===== config.mk =====
export PLATFORM = sky130hd
export DESIGN_NAME = cache_bus_arbiter
export DESIGN_NICKNAME = d
export VERILOG_FILES = /design/src/rtl/cache_bus_pkg.sv /design/src/rtl/bus_rr_arbiter.sv /design/src/rtl/cache_bus_arbiter.sv
export SDC_FILE = /design/constraint.sdc
export NUM_CORES = 1
export LEC_CHECK = 0
export ABC_AREA = 1
export CAP_MARGIN = 20
export CORE_MARGIN = 2
export CORE_UTILIZATION = 45
export CTS_CLUSTER_DIAMETER = 200
export DETAILED_ROUTE_END_ITERATION = 10
export PLACE_DENSITY = 0.84
export SYNTH_ARGS = -nofsm -noshare
export SYNTH_HDL_FRONTEND = slang
export SYNTH_HIERARCHICAL = 1
export SYNTH_SLANG_ARGS = --single-unit
export TNS_END_PERCENT = 10

===== constraint.sdc =====
create_clock -name clk -period 2.5 [get_ports clk]
set_clock_uncertainty 0.15 [all_clocks]
set_input_delay 0.5 -clock clk [delete_from_list [all_inputs] [get_ports clk]]
set_output_delay 0.5 -clock clk [all_outputs]
set_load 0.01 [all_outputs]

===== src/rtl/cache_bus_pkg.sv =====
// Shared types and constants for the CPU<->cache bus arbiter and its round-robin helper.
package cache_bus_pkg;

  typedef enum logic [2:0] {
    NOP = 3'd0,
    R8  = 3'd1,
    R16 = 3'd2,
    R32 = 3'd3,
    INV = 3'd4,
    W8  = 3'd5,
    W16 = 3'd6,
    W32 = 3'd7
  } cmd_t;

  localparam logic [2:0] C1_RESPONSE       = 3'd7;
  localparam int         CACHE_LINE_SIZE   = 32;
  localparam int         CACHE_OFFSET_SIZE = $clog2(CACHE_LINE_SIZE);

  typedef enum logic [2:0] {
    ST_IDLE,
    ST_ADDR1,
    ST_ADDR2,
    ST_TURN,
    ST_WAIT_RSP,
    ST_RSP_HI
  } state_t;

  function automatic logic is_write(input cmd_t c);
    return (c == W8) || (c == W16) || (c == W32);
  endfunction

endpackage


===== src/rtl/bus_rr_arbiter.sv =====
// Two-way round-robin arbiter: one-hot grant, pointer favours the requester not served last.
module bus_rr_arbiter (
  input  logic       clk,
  input  logic       reset,
  input  logic [1:0] req,
  input  logic       advance,
  output logic [1:0] grant
);

  logic ptr_reg;

  always_comb begin
    grant = req;
    if (req == 2'b11) grant = ptr_reg ? 2'b10 : 2'b01;
  end

  // Pointer moves to the other requester after every grant, even uncontested ones.
  always_ff @(posedge clk) begin
    if (reset) ptr_reg <= 1'b0;
    else if (advance && |req) ptr_reg <= grant[0];
  end

endmodule


===== src/rtl/cache_bus_arbiter.sv =====
// Shares the C1/A1/D1 cache bus between two requesters: two-phase address,
// turnaround, response wait with timeout, and a one-cycle done/rdata strobe.
module cache_bus_arbiter
  import cache_bus_pkg::*;
#(
  parameter int ADDR_W   = 20,
  parameter int OFFSET_W = CACHE_OFFSET_SIZE,
  parameter int A1_W     = 15,
  parameter int TIMEOUT  = 255
) (
  input  logic              clk,
  input  logic              reset,
  input  logic [1:0]        req,
  input  cmd_t              cmd0,
  input  cmd_t              cmd1,
  input  logic [ADDR_W-1:0] addr0,
  input  logic [ADDR_W-1:0] addr1,
  input  logic [31:0]       wdata0,
  input  logic [31:0]       wdata1,
  output logic [1:0]        done,
  output logic              err,
  output logic [31:0]       rdata,
  output logic [A1_W-1:0]   a1,
  output logic [2:0]        c1_out,
  output logic              c1_oe,
  input  logic [2:0]        c1_in,
  output logic [15:0]       d1_out,
  output logic              d1_oe,
  input  logic [15:0]       d1_in
);

  localparam int CNT_W = (TIMEOUT > 1) ? $clog2(TIMEOUT + 1) : 1;
  localparam logic [CNT_W-1:0] TMO_CNT = CNT_W'(TIMEOUT);

  state_t              state_reg;
  logic [1:0]          grant;
  logic                owner_reg;
  cmd_t                cmd_reg;
  logic [OFFSET_W-1:0] offset_reg;
  logic [15:0]         wdata_hi_reg;
  logic [CNT_W-1:0]    cnt_reg;
  logic [1:0]          owner_done;

  cmd_t                sel_cmd;
  logic [ADDR_W-1:0]   sel_addr;
  logic [31:0]         sel_wdata;

  assign sel_cmd    = grant[1] ? cmd1   : cmd0;
  assign sel_addr   = grant[1] ? addr1  : addr0;
  assign sel_wdata  = grant[1] ? wdata1 : wdata0;
  assign owner_done = owner_reg ? 2'b10 : 2'b01;

  bus_rr_arbiter u_arb (
    .clk     (clk),
    .reset   (reset),
    .req     (req),
    .advance (state_reg == ST_IDLE),
    .grant   (grant)
  );

  always_ff @(posedge clk) begin
    if (reset) begin
      state_reg    <= ST_IDLE;
      owner_reg    <= 1'b0;
      cmd_reg      <= NOP;
      offset_reg   <= '0;
      wdata_hi_reg <= '0;
      cnt_reg      <= '0;
      done         <= '0;
      err          <= 1'b0;
      rdata        <= '0;
      a1           <= '0;
      c1_out       <= '0;
      c1_oe        <= 1'b0;
      d1_out       <= '0;
      d1_oe        <= 1'b0;
    end else begin
      done <= '0;
      err  <= 1'b0;
      case (state_reg)
        ST_IDLE: begin
          if (|req) begin
            owner_reg    <= grant[1];
            cmd_reg      <= sel_cmd;
            offset_reg   <= sel_addr[OFFSET_W-1:0];
            wdata_hi_reg <= sel_wdata[31:16];
            if (sel_cmd == NOP) begin
              // Illegal command never touches the bus; it is rejected immediately.
              done  <= grant;
              err   <= 1'b1;
              rdata <= '0;
            end else begin
              state_reg <= ST_ADDR1;
              c1_oe     <= 1'b1;
              c1_out    <= sel_cmd;
              a1        <= A1_W'(sel_addr >> OFFSET_W);
              d1_oe     <= is_write(sel_cmd);
              d1_out    <= sel_wdata[15:0];
            end
          end
        end
        ST_ADDR1: begin
          state_reg <= ST_ADDR2;
          a1        <= A1_W'(offset_reg);
          d1_out    <= wdata_hi_reg;
        end
        ST_ADDR2: begin
          state_reg <= ST_TURN;
          c1_oe     <= 1'b0;
          d1_oe     <= 1'b0;
          c1_out    <= '0;
        end
        ST_TURN: begin
          state_reg <= ST_WAIT_RSP;
          cnt_reg   <= CNT_W'(1);
        end
        ST_WAIT_RSP: begin
          // A response on the timeout cycle itself still counts as a response.
          if (c1_in == C1_RESPONSE) begin
            case (cmd_reg)
              R32: begin
                rdata[15:0] <= d1_in;
                state_reg   <= ST_RSP_HI;
              end
              R8: begin
                rdata     <= {24'b0, d1_in[7:0]};
                done      <= owner_done;
                state_reg <= ST_IDLE;
              end
              R16: begin
                rdata     <= {16'b0, d1_in};
                done      <= owner_done;
                state_reg <= ST_IDLE;
              end
              default: begin
                rdata     <= '0;
                done      <= owner_done;
                state_reg <= ST_IDLE;
              end
            endcase
          end else if ((TIMEOUT != 0) && (cnt_reg == TMO_CNT)) begin
            rdata     <= '0;
            err       <= 1'b1;
            done      <= owner_done;
            state_reg <= ST_IDLE;
          end else begin
            cnt_reg <= cnt_reg + 1'b1;
          end
        end
        ST_RSP_HI: begin
          rdata[31:16] <= d1_in;
          done         <= owner_done;
          state_reg    <= ST_IDLE;
        end
        default: state_reg <= ST_IDLE;
      endcase
    end
  end

endmodule


==> results of run 1 <==
-- layout make-up --
class	instances	area share [%]
Multi-Input combinational cell	640	34.2
Timing Repair Buffer	240	29.3
Sequential cell	108	26.6
Inverter	80	3.69
Clock buffer	10	2.94
Tap cell	147	2.26
Clock inverter	6	1.06
-- power by group through the flow --
stage	Clock [uW]	Combinational [uW]	Sequential, uW
6_report	1560	2240	2210
3_3_place_gp	0	2190	2230
5_1_grt	1650	2490	2240
3_5_place_dp	0	2230	2240
4_1_cts	1580	2250	2210
2_1_floorplan	0	1100	2330
-- how the worst min path moves through the flow --
stage | start | endpoint | slack, ns | cells after the start
6_report | d1_out[7] | d1_out[7] | 0.31 | 2
5_1_grt | d1_out[8] | d1_out[8] | 0.32 | 2
4_1_cts | d1_out[8] | d1_out[8] | 0.31 | 2
2_1_floorplan | cnt_reg[6] | cnt_reg[6] | 0.30 | 2
3_5_place_dp | a1[4] | a1[4] | 0.30 | 2
3_3_place_gp | d1_out[8] | d1_out[8] | 0.30 | 2
-- layout by cell type, fill, tap and decap left out, types with 2 or more instances in the layout --
cell / instances
nand2_4: 2
inv_1: 74
nor2_2: 2
o21ai_0: 37
nand4_1: 7
dfxtp_1: 108
buf_12: 6
a21oi_1: 54
clkinv_2: 2
nand2_2: 7
buf_4: 31
nand3_1: 54
nor2_1: 104
a31oi_1: 21
bufinv_16: 2
clkbuf_16: 9
inv_2: 6
nand2_1: 340
clkdlybuf4s50_1: 203
-- cells in the mapped netlist, types with 2 or more instances --
cell | count | area share (%)
nand2_2 | 7 | 0.80
inv_1 | 74 | 5.1
clkbuf_1 | 23 | 1.6
buf_6 | 2 | 0.41
nand3_1 | 54 | 5.0
a31oi_1 | 21 | 2.4
buf_4 | 6 | 0.83
o21ai_0 | 37 | 3.4
buf_1 | 4 | 0.27
inv_2 | 5 | 0.34
nor2_1 | 105 | 7.2
nand4_1 | 7 | 0.80
a21oi_1 | 54 | 5.0
dfxtp_1 | 108 | 40
nand2_1 | 340 | 23
nand2_4 | 2 | 0.41
buf_2 | 12 | 1.1
-- metal layers --
layer / global-route usage (%) / vias up
li1: - / 3139
met1: 28.6 / 2657
met2: 44.6 / 175
met3: 5.19 / 22
met4: 8.86 / 0
met5: 0 / -
-- cell families after synthesis --
group,Yosys count
AO/OA/AOI/OAI,118
buffers and inverters,127
adder cells (fa/ha/maj),1
flip-flops,108
AND/OR/NAND/NOR,521
-- tightest hold or removal path: stages (launching register included) --
cell and delay (ns):
dfxtp_1 0.31, nand2_1 0.06, a21oi_1 0.05
-- stage by stage --
| stage | total power (uW) | setup WS [ns] | hold slack [ns] | instance area (um2) |
|---|---|---|---|---|
| floorplan | 3430 | 0.453 | 0.302 | 5460 |
| global placement | 4420 | 0.00778 | 0.298 | 7810 |
| detailed placement | 4480 | -0.0689 | 0.303 | 7810 |
| CTS | 6040 | 0.279 | 0.310 | 8140 |
| global route | 6390 | 0.0925 | 0.324 | 8140 |
| finish | 6010 | 0.287 | 0.310 | 8140 |
==> results.md, run 1 <==
* Synth Area in Compound Gates at a little under an eighth
* Met3 Wirelength at 956 um
* Synthesis-stage register bit count at 108
* Port Buf Inserts at 203
* Max_cap viols at 0
* Maximum clock path buffer count at 2
* # Post-CTS Setup Buffers at 0
* N_diodes at 0
* DR WL met2 at 8.06 mm
* Slowest Stage Delay on Critical Path at 0.49 ns
* Top layer in use: met4
* Tmin final at 2.21 ns
* Post-synthesis cell count at a little under 900
* Setup CP Type: in -> reg
* Switching share of power at 33.0%
* Fin crit share at 88.5%
* EDFF count, synth at 0
* Post-DP HPWL at 12.0 mm
* Crit Path Max Fanout at 24
* Share of layout cells above drive strength 1 at 7.10%
* Post-synthesis mux area share at 0%
* Fillers at 1044
* Status: finished, final reports clean
* Worst setup endpoint: rdata[15]
* Die H at 114 um
* Reg2reg start: cnt_reg[0]
* Syn nets at 1009
* CP cell instances: clkdlybuf4s50_1, a21boi_4, buf_4, nand2_2, nand2_2, nand3_4, buf_4, o21bai_4, nand2_4, nand2_1, nand2_1, nor2_1
* Post-synthesis simple-gate area fraction at 38.7%
* Rel. slew slack at between 60 and 70%
* Slowest CP cell: clkdlybuf4s50_1
* Sw Pwr at 1980 uW
* CTS Sinks at 108
* Crit path from: req[0]
* Clock power share at 25.9%
* CTS hold repair buffers at 0
* Worst skew pair latency at 0.34 ns
* Comb power frac at 37.3%
* Count of cell types in the netlist at 31
* Avg Cell Area, Syn at 6.24 um2
* Total grt overflow at 0
* # nets final at 1213
* Ys flop type: dfxtp_1
* Int Pwr at approximately 4000 uW
* Post-layout util at between 60% and 70%
* Antenna viol nets, final at 0
* CP arrival at between 2 and 2.5 ns
* Flop2flop setup slack at 0.54 ns
* H-tree Lvls at 3
* Vias in the first global route at 5449
* Max FFs per register at 32
* RePlAce Congestion at 0.822
* Reg power frac at 36.8%
* Wire length per cell at 13.0 um
* Final setup viols at 0
* PostCTS Resize Cnt at 0
* Drt first-iter violations at 307
* Crit start category: input port
* R2r endpoint: rdata[18]
* Crit path required time at between 2 and 3 ns
* Worst-margin pin slew at around 0.56 ns
* YS warnings at 6
* Num rows at 40
* Final Non-Filler Cells at approximately 1200
* Setup TNS at 0 ns
* Xor/xnor share of the synthesized area at 0%
* # DRC at 0
* CTS root buf: clkbuf_16
* Synthesized area at 5460 um2
* Multi-input logic area at ~2800 um2
* Worst hold-check path type: reg -> reg
* Stages on worst setup path at 12
* Clock-pin slew on the worst setup and hold paths at 0.08 ns
* Area delta synth->final at 49.1%
* Vias per inst at 4.87
* Largest family of logic cells by synthesized area: simple AND/OR/NAND/NOR gates
* Total vias in the final route at approximately 6000
* Initial antenna violation count at 0
* Gr usage total at 24.6%
* Largest net degree at the start of global routing at 70
* Total Routed Length at 16.0 mm
* Capturing element type of the critical path: flip-flop
* TritonCTS Buffers at 9
* Die area at 13000 um2
* Leak Pwr at between 0.003 and 0.004 uW
* Sequential area share after synthesis at 39.6%
* Slew Limit Fails at 0
* Met1 wire length at 6.61 mm
* First-pass GRT wire length at ~26 mm
* Ports at 204
* Die width at 114 um
* Synth async-reset ratio at 0%
* Fmax at 452 MHz
* Pwr Density at ~740 nW/um2
* CTS tree: done
* Final Hold Viols at 0
* FF-to-FF path depth at 11
* RSZ-0062 raised after global routing: no
* Adder-Cell Fraction of Synth Area at 0.229%
* Delay-heaviest family, CP: buffers and inverters
* Register area at ~2200 um2
* Cells after DPL at 1215
* CP Buf/Inv Count at 3
* Initial core utilization at a little under half
* Pre-antenna DRT Iters at 5
* Worst IR drop on VDD at 434 uV
* Core area at 11900 um2
Note: power is estimated with default switching activity, not from simulation.
==> run 2, diff against run 1 <==
CTS_CLUSTER_SIZE = 24   (was default)
==> results of run 2 <==
The final DEF is identical to that of run 1; final timing and power are the same.
==> run 3, diff against run 2 <==
GPL_ROUTABILITY_DRIVEN = 0   (was default)
==> results of run 3 <==
The final DEF is identical to that of run 1; final timing and power are the same.
